[config.mk]
export PLATFORM = sky130hd
export DESIGN_NAME = fifo_reg_reader
export DESIGN_NICKNAME = d
export VERILOG_FILES = /design/src/rtl/fifo_reg_reader.sv
export SDC_FILE = /design/constraint.sdc
export NUM_CORES = 1
export LEC_CHECK = 0
export CAP_MARGIN = 20
export CORE_MARGIN = 10
export CORE_UTILIZATION = 40
export CTS_CLUSTER_SIZE = 40
export DETAILED_ROUTE_END_ITERATION = 10
export PLACE_DENSITY = 0.7
export SYNTH_ARGS = -nofsm -noshare
export SYNTH_HDL_FRONTEND = slang
export SYNTH_SLANG_ARGS = --single-unit
export TNS_END_PERCENT = 20
[constraint.sdc]
create_clock -name clk -period 1.9 [get_ports clk]
set_input_delay 0.38 -clock clk [delete_from_list [all_inputs] [get_ports clk]]
set_output_delay 0.38 -clock clk [all_outputs]
set_load 0.01 [all_outputs]
[src/rtl/fifo_reg_reader.sv]
// fifo_reg_reader: read side of the register-based FIFO path.
// Words written with i_wf/in_d land in a DEPTH-entry register array and are
// drained in order through a registered output stage (ot_d/o_valid).
//
// Handshake: a word on ot_d is transferred on a rising clk edge where
// o_valid=1 and i_ready=1. While o_valid=1 and i_ready=0, ot_d and o_valid
// hold their values. o_valid never depends combinationally on i_ready.
//
// Optional build macro: FIFO_REG_ERR_FLAG_EN adds sticky o_ovf / o_udf
// error outputs (write while full / consumer polled an idle block).
module fifo_reg_reader #(
  parameter int DWIDTH = 8,
  parameter int DEPTH  = 4,
  parameter int AW     = $clog2(DEPTH)
) (
  input  logic              clk,
  input  logic              rst_n,
  input  logic              i_wf,
  input  logic [DWIDTH-1:0] in_d,
  output logic [DWIDTH-1:0] ot_d,
  output logic              o_valid,
  input  logic              i_ready,
  output logic              o_full,
  output logic              o_empty,
  output logic [AW:0]       o_count
`ifdef FIFO_REG_ERR_FLAG_EN
  ,
  output logic              o_ovf,
  output logic              o_udf
`endif
);

  // Storage array; deliberately not reset.
  logic [DWIDTH-1:0] mem [DEPTH];

  // Pointers carry one extra wrap bit to tell full from empty.
  logic [AW:0] wr_ptr;
  logic [AW:0] rd_ptr;

  logic        wr_en;
  logic        pop;
  logic        consume;

  // Flags and occupancy come only from registered pointers.
  assign o_count = wr_ptr - rd_ptr;
  assign o_empty = (wr_ptr == rd_ptr);
  assign o_full  = (wr_ptr[AW-1:0] == rd_ptr[AW-1:0]) &&
                   (wr_ptr[AW] != rd_ptr[AW]);

  // Write uses the pre-edge full flag, so a same-cycle pop never rescues it.
  assign wr_en   = i_wf && !o_full;
  // Output stage reloads when storage has data and the stage is free or leaving.
  assign pop     = !o_empty && (!o_valid || i_ready);
  assign consume = o_valid && i_ready;

  // Storage write port.
  always_ff @(posedge clk) begin
    if (wr_en) begin
      mem[wr_ptr[AW-1:0]] <= in_d;
    end
  end

  // Pointer registers; index wraps naturally with the wrap bit toggling.
  always_ff @(posedge clk or negedge rst_n) begin
    if (!rst_n) begin
      wr_ptr <= '0;
      rd_ptr <= '0;
    end else begin
      if (wr_en) begin
        wr_ptr <= wr_ptr + (AW+1)'(1);
      end
      if (pop) begin
        rd_ptr <= rd_ptr + (AW+1)'(1);
      end
    end
  end

  // Registered output stage: load on pop, drop valid on consume without reload.
  always_ff @(posedge clk or negedge rst_n) begin
    if (!rst_n) begin
      ot_d    <= '0;
      o_valid <= 1'b0;
    end else begin
      if (pop) begin
        ot_d    <= mem[rd_ptr[AW-1:0]];
        o_valid <= 1'b1;
      end else if (consume) begin
        o_valid <= 1'b0;
      end
    end
  end

`ifdef FIFO_REG_ERR_FLAG_EN
  // Sticky error flags, cleared only by reset.
  always_ff @(posedge clk or negedge rst_n) begin
    if (!rst_n) begin
      o_ovf <= 1'b0;
      o_udf <= 1'b0;
    end else begin
      if (i_wf && o_full) begin
        o_ovf <= 1'b1;
      end
      if (i_ready && !o_valid && o_empty) begin
        o_udf <= 1'b1;
      end
    end
  end
`endif

endmodule

==> results of run 1 <==
## cell usage in the layout (no fill, tap or decap), drive strengths merged
| master | synthesis | final |
|---|---|---|
| a31oi | 2 | 2 |
| edfxtp | 32 | 32 |
| xor2 | 3 | 3 |
| clkinv | 0 | 2 |
| inv | 6 | 7 |
| clkdlybuf4s50 | 0 | 20 |
| xnor2 | 3 | 3 |
| mux4 | 8 | 8 |
| o211ai | 1 | 1 |
| dfrtp | 15 | 15 |
| and2 | 3 | 3 |
| dlygate4sd2 | 0 | 1 |
| nor2 | 1 | 1 |
| nand2 | 3 | 3 |
| clkbuf | 2 | 5 |
| mux2 | 10 | 10 |
| clkdlybuf4s15 | 0 | 2 |
| nor2b | 1 | 1 |
| o21ai | 1 | 1 |
| nand2b | 1 | 1 |
| ha | 7 | 7 |
| fa | 1 | 1 |
| buf | 0 | 20 |
## cell usage after synthesis
| cell | instances |
|---|---|
| edfxtp_1 | 32 |
| nand2b_1 | 1 |
| nor2_1 | 1 |
| mux4_2 | 8 |
| clkbuf_2 | 1 |
| mux2_2 | 10 |
| dfrtp_1 | 15 |
| clkbuf_1 | 1 |
| and2_1 | 3 |
| inv_1 | 6 |
| o211ai_1 | 1 |
| xor2_2 | 1 |
| nor2b_1 | 1 |
| xnor2_1 | 3 |
| o21ai_2 | 1 |
| nand2_1 | 3 |
| xor2_1 | 2 |
| a31oi_1 | 2 |
| ha_1 | 7 |
| fa_1 | 1 |
## sequential cells by signal, summed over array words and instances (netlist names)
register	cells
mem	32
o_valid	1
ot_d	8
rd_ptr	3
wr_ptr	3
## where the power goes
part           internal (µW)  switching, µW  leakage [µW]
Combinational           1220            940      0.000434
Clock                    259            324     0.0000483
Sequential              1440            141      0.000466
Total                   2920           1400      0.000948
## logic make-up after synthesis
| family | after synthesis | share of synthesized area (%) |
|---|---|---|
| AND/OR/NAND/NOR | 9 | 2.43 |
| AO/OA/AOI/OAI | 4 | 1.51 |
| XOR/XNOR | 6 | 3.16 |
| multiplexers | 18 | 15.4 |
| flip-flops | 47 | 70.2 |
| buffers and inverters | 8 | 1.64 |
| adder cells (fa/ha/maj) | 8 | 5.65 |
## worst max-delay path: cells and delay by family, from the launching register on
kind | cells | cell delay (ns)
buffers and inverters | 2 | 0.16
adders and majority gates | 2 | 0.68
DFF | 1 | 0.42
## through the flow
| step | setup TNS [ns] | setup WS (ns) | hold WS, ns | instances | utilization [%] |
|---|---|---|---|---|---|
| after floorplan | -5.89 | -0.156 | 0.0844 | 100 | - |
| after global placement | -0.207 | -0.132 | 0.489 | 193 | 51.1 |
| final | -0.0628 | -0.0398 | 0.387 | 203 | 53.6 |
| after global routing | -0.221 | -0.0741 | 0.413 | 203 | 53.6 |
| after detailed placement | -0.385 | -0.209 | 0.498 | 193 | 51.1 |
| after CTS | -0.0910 | -0.0457 | 0.388 | 202 | 53.3 |
## timing repair
action	CTS	global route
resized for setup	19	2
endpoints found under the setup margin	5	4
setup buffers	1	1
pin swaps	0	0
endpoints found under the hold margin	0	0
## cell type report
| cell class | count | area [µm²] |
|---|---|---|
| inverter | 6 | 22.5 |
| timing repair buffer | 43 | 427 |
| multi-input combinational | 45 | 556 |
| clock inverter | 3 | 18.8 |
| fill | 384 | 2160 |
| clock buffer | 5 | 68.8 |
| sequential | 47 | 1340 |
| tap | 54 | 67.6 |
## routing by layer
layer / GRT usage (%) / share of wire (%)
met2: 16.7 / 54
met3: 3.37 / 5.6
met4: 4.19 / 0.78
met1: 9.63 / 40
met5: 0 / 0
## worst paths after layout
kind,depth (start not counted),to,startpoint
max,4,o_count[1],rd_ptr[0]$_DFFE_PN0P_
min,2,o_valid$_DFFE_PN0P_,rst_n
max reg2reg,6,mem[2][5]$_DFFE_PP_,wr_ptr[0]$_DFFE_PN0P_
min reg2reg,1,ot_d[3]$_DFFE_PN0P_,ot_d[3]$_DFFE_PN0P_
max in group asynchronous,2,ot_d[5]$_DFFE_PN0P_,rst_n
min in group clk,1,ot_d[3]$_DFFE_PN0P_,ot_d[3]$_DFFE_PN0P_
==> flow_summary_export.csv, run 1 <==
group,metric,value,unit
hold_path,min_path_type,"in -> async",
detailed_routing,vias,992,
detailed_routing,drc,0,
timing,setup_ws,-0.0398,ns
timing,period_minus_slack,1.94,ns
clocking,clock-root-buffer,"clkbuf_8",
power_and_ir_drop,p_leak,0.000948,µW
critical_path,critPathCaptureType,"output pin",
detailed_routing,drtAntennaViolNets,0,
critical_path,ff2ff_setup_slack,0.13,ns
clocking,clock-sinks,47,
critical_path,arrival,1.56,ns
timing,rsz0062_at_grt,"yes",
die,start_util,40.8,%
detailed_routing,dr.pass1.iters,4,
detailed_routing,via_per_inst,4.89,
place,routabilityCongestion,0.743,
clocking,postCtsHoldBufs,0,
detailed_routing,wl,3.44,mm
clocking,clk_latency,0.30,ns
final_layout,final_nets,168,
grt,grt_pass1_wl,5.48,mm
detailed_routing,wl_per_cell,16.9,µm
synth,synth-seq-cells,47,
critical_path,max_stage_delay,0.51,ns
critical_path,critical_path.startpoint_type,"flip-flop",
synth,synth.distinct_cells,20,
die,rows,25,
job,drv_cap,0,
die,die-area,7920,µm²
timing,setup-violations-final,2,
timing,fmaxAchievable,516,MHz
die,die_w,89.0,µm
synth,synth_area_leaders,"edfxtp_1 (50%), dfrtp_1 (20%), mux4_2 (9.5%)",
clocking,cts_tree,"yes",
synth,synth_nets,120,
final_layout,insertedDiodeCount,0,
die,die_h,89.0,µm
clocking,cts_buffers,5,
critical_path,worstSetupPathType,"reg -> out",
timing,worst_slew_pin_slew,0.355,ns
die,core,4660,µm²
critical_path,cp_slowest_cell,"fa_2",
place,dp_hpwl,2.49,mm
clocking,clk_path_buf_depth,2,
place,numPortBuffers,25,
final_layout,final_layout_size_suffix_gt1_share,36.9,%
timing,clock_skew,0.00487,ns
final_layout,fin_area,2500,µm²
synth,synth_cells,100,
synth,synth_top_area_share,50.5,%
power_and_ir_drop,power,4330,µW
timing,timing.final.hold_violations,0,
die,io_pins,26,
power_and_ir_drop,p_per_area,1730,nW/µm²
clocking,htree_num_levels,2,
synth,yosys.area.top_type,"edfxtp_1",
status,outcome,"finished with violations",
power_and_ir_drop,vdd_drop_max,0.733,mV
grt,grt_overflow,0,
critical_path,crit_required,1.52,ns
final_layout,area_delta_synth_final,31.2,%
timing,min_period_over_period,102,%
synth,postSynthAreaPerCell,19.0,µm²
critical_path,path_cells,"ha_4, fa_2, inv_1, buf_2",
status,violations,"negative setup slack",
clocking,clk_pin_slew_worst_paths,0.08,ns
timing,slew_headroom,76.2,%
synth,synth_area,1900,µm²
synth,ys_warn_count,0,
grt,grtUsageTotal,9.36,%
grt,antenna_found_initial,0,
critical_path,path_max_fanout,2,
synth,synth-seq-area-share,70.2,%
timing,final_max_slew_viol_count,0,
place,place_area,2380,µm²
grt,grt_pass1_vias,1077,
grt,grt_max_degree,16,
detailed_routing,drtIter0Drc,42,
(Power assumes the default switching activity.)
==> run 2: changes to the inputs <==
Settings changed: SETUP_SLACK_MARGIN set to 0.05.
==> run 2 against run 1 <==
Sequential share of layout area is the same; cell count is the same; sequential power is essentially flat; critical path depth is the same; clock power is essentially flat; count of clock-buffer cells in the layout is the same; hold slack is essentially flat; clock skew is the same; the flow still finishes with violations (negative setup slack); first-iteration DRC count is the same; largest power group unchanged; setup slack is essentially flat; power is essentially flat; core utilization is the same.
==> flow_summary_export.csv, run 2 (synthesis gave the netlist of run 1 again) <==
group,metric,value,unit
critical_path,path_max_fanout,2,
power_and_ir_drop,power,4330,µW
critical_path,worstSetupPathType,"reg -> out",
grt,grt_overflow,0,
final_layout,area_delta_synth_final,31.2,%
die,core,4660,µm²
final_layout,final_cell_mix,"edfxtp_1 (32), clkdlybuf4s50_1 (20), dfrtp_1 (15)",
timing,slew_headroom,76.2,%
place,numPortBuffers,25,
detailed_routing,wl,3.44,mm
timing,rsz0062_at_grt,"yes",
die,die-area,7920,µm²
status,violations,"negative setup slack",
critical_path,critical_path.startpoint_type,"flip-flop",
power_and_ir_drop,p_per_area,1730,nW/µm²
grt,grt_pass1_wl,5.48,mm
grt,grt_pass1_vias,1077,
clocking,clk_path_buf_depth,2,
hold_path,min_path_type,"in -> async",
clocking,clk_pin_slew_worst_paths,0.08,ns
critical_path,critPathCaptureType,"output pin",
final_layout,largest_reg_flops,32,
critical_path,crit_required,1.52,ns
place,routabilityCongestion,0.743,
clocking,clock-root-buffer,"clkbuf_8",
timing,fmaxAchievable,516,MHz
final_layout,final_common_cell,"edfxtp_1",
grt,grt_max_degree,16,
place,place_ws,-0.209,ns
clocking,cts_buffers,5,
detailed_routing,drc,0,
die,die_h,89.0,µm
power_and_ir_drop,p_leak,0.000948,µW
detailed_routing,dr.pass1.iters,4,
detailed_routing,via_per_inst,4.89,
grt,antenna_found_initial,0,
timing,clock_skew,0.00487,ns
critical_path,r2r-start,"wr_ptr[0]$_DFFE_PN0P_",
detailed_routing,vias,992,
critical_path,arrival,1.56,ns
critical_path,ff2ff_setup_slack,0.13,ns
critical_path,r2r-end,"mem[2][5]$_DFFE_PP_",
final_layout,final_nets,168,
clocking,clk_latency,0.30,ns
die,io_pins,26,
detailed_routing,drtAntennaViolNets,0,
timing,setup_ws,-0.0397,ns
timing,timing.final.hold_violations,0,
timing,worst_slew_pin_slew,0.355,ns
clocking,clock-sinks,47,
die,start_util,40.8,%
clocking,postCtsHoldBufs,0,
clocking,htree_num_levels,2,
timing,setup-violations-final,2,
clocking,cts_tree,"yes",
detailed_routing,drtIter0Drc,42,
detailed_routing,wl_per_cell,17.0,µm
timing,period_minus_slack,1.94,ns
timing,min_period_over_period,102,%
status,outcome,"finished with violations",
job,drv_cap,0,
timing,final_max_slew_viol_count,0,
die,die_w,89.0,µm
grt,grtUsageTotal,9.36,%
die,rows,25,
critical_path,worst-r2r-cell-count,6,
final_layout,final_layout_size_suffix_gt1_share,36.9,%
final_layout,insertedDiodeCount,0,
power_and_ir_drop,vdd_drop_max,0.729,mV
place,dp_hpwl,2.49,mm
==> run 2: worst max path at each step <==
| stage | from | to | slack [ns] |
|---|---|---|---|
| after floorplan | rd_ptr[1]$_DFFE_PN0P_ | mem[3][0]$_DFFE_PP_ | -0.16 |
| after global placement | wr_ptr[0]$_DFFE_PN0P_ | o_count[2] | -0.13 |
| after detailed placement | wr_ptr[0]$_DFFE_PN0P_ | o_count[2] | -0.21 |
| after CTS | rd_ptr[0]$_DFFE_PN0P_ | o_count[1] | -0.05 |
| after global routing | rd_ptr[0]$_DFFE_PN0P_ | o_count[1] | -0.07 |
| final | rd_ptr[0]$_DFFE_PN0P_ | o_count[1] | -0.04 |
==> run 2: report_power, final <==
group	switching (µW)	internal [µW]
registers	141	1440
logic	940	1220
clock network	323	259
==> run 2: metrics by stage <==
step	setup TNS [ns]	hold WS, ns	instance area, µm²	util (%)	std cells
3_3_place_gp	-0.207	0.489	2380	51.1	193
6_report	-0.0627	0.387	2500	53.6	203
5_1_grt	-0.221	0.413	2500	53.6	203
3_5_place_dp	-0.385	0.498	2380	51.1	193
2_1_floorplan	-5.89	0.0844	1900	-	100
4_1_cts	-0.0897	0.388	2490	53.4	203
==> run 2: worst max-delay path, cell delays in order, from the launching register on <==
cell,delay [ns]
dfrtp_1,0.42
ha_4,0.17
fa_2,0.51
inv_1,0.03
buf_2,0.13
==> run 2: area by class of cell <==
| class | instances | area (µm²) |
|---|---|---|
| multi-input combinational | 45 | 556 |
| sequential | 47 | 1340 |
| clock inverter | 3 | 18.8 |
| clock buffer | 5 | 68.8 |
| fill | 384 | 2160 |
| tap | 54 | 67.6 |
| inverter | 6 | 22.5 |
| timing repair buffer | 43 | 427 |
==> run 2: routing by layer <==
metal / global-route usage (%) / vias up / wire length, µm
li1: - / 469 / -
met1: 9.63 / 497 / 1370
met2: 16.7 / 22 / 1850
met3: 3.37 / 4 / 191
met4: 4.19 / 0 / 27
met5: 0 / - / 0
==> run 2: repair_timing <==
action	in CTS	in global routing
pin swaps	0	0
endpoints found under the setup margin	5	4
gates resized for setup	19	2
setup buffers	2	0
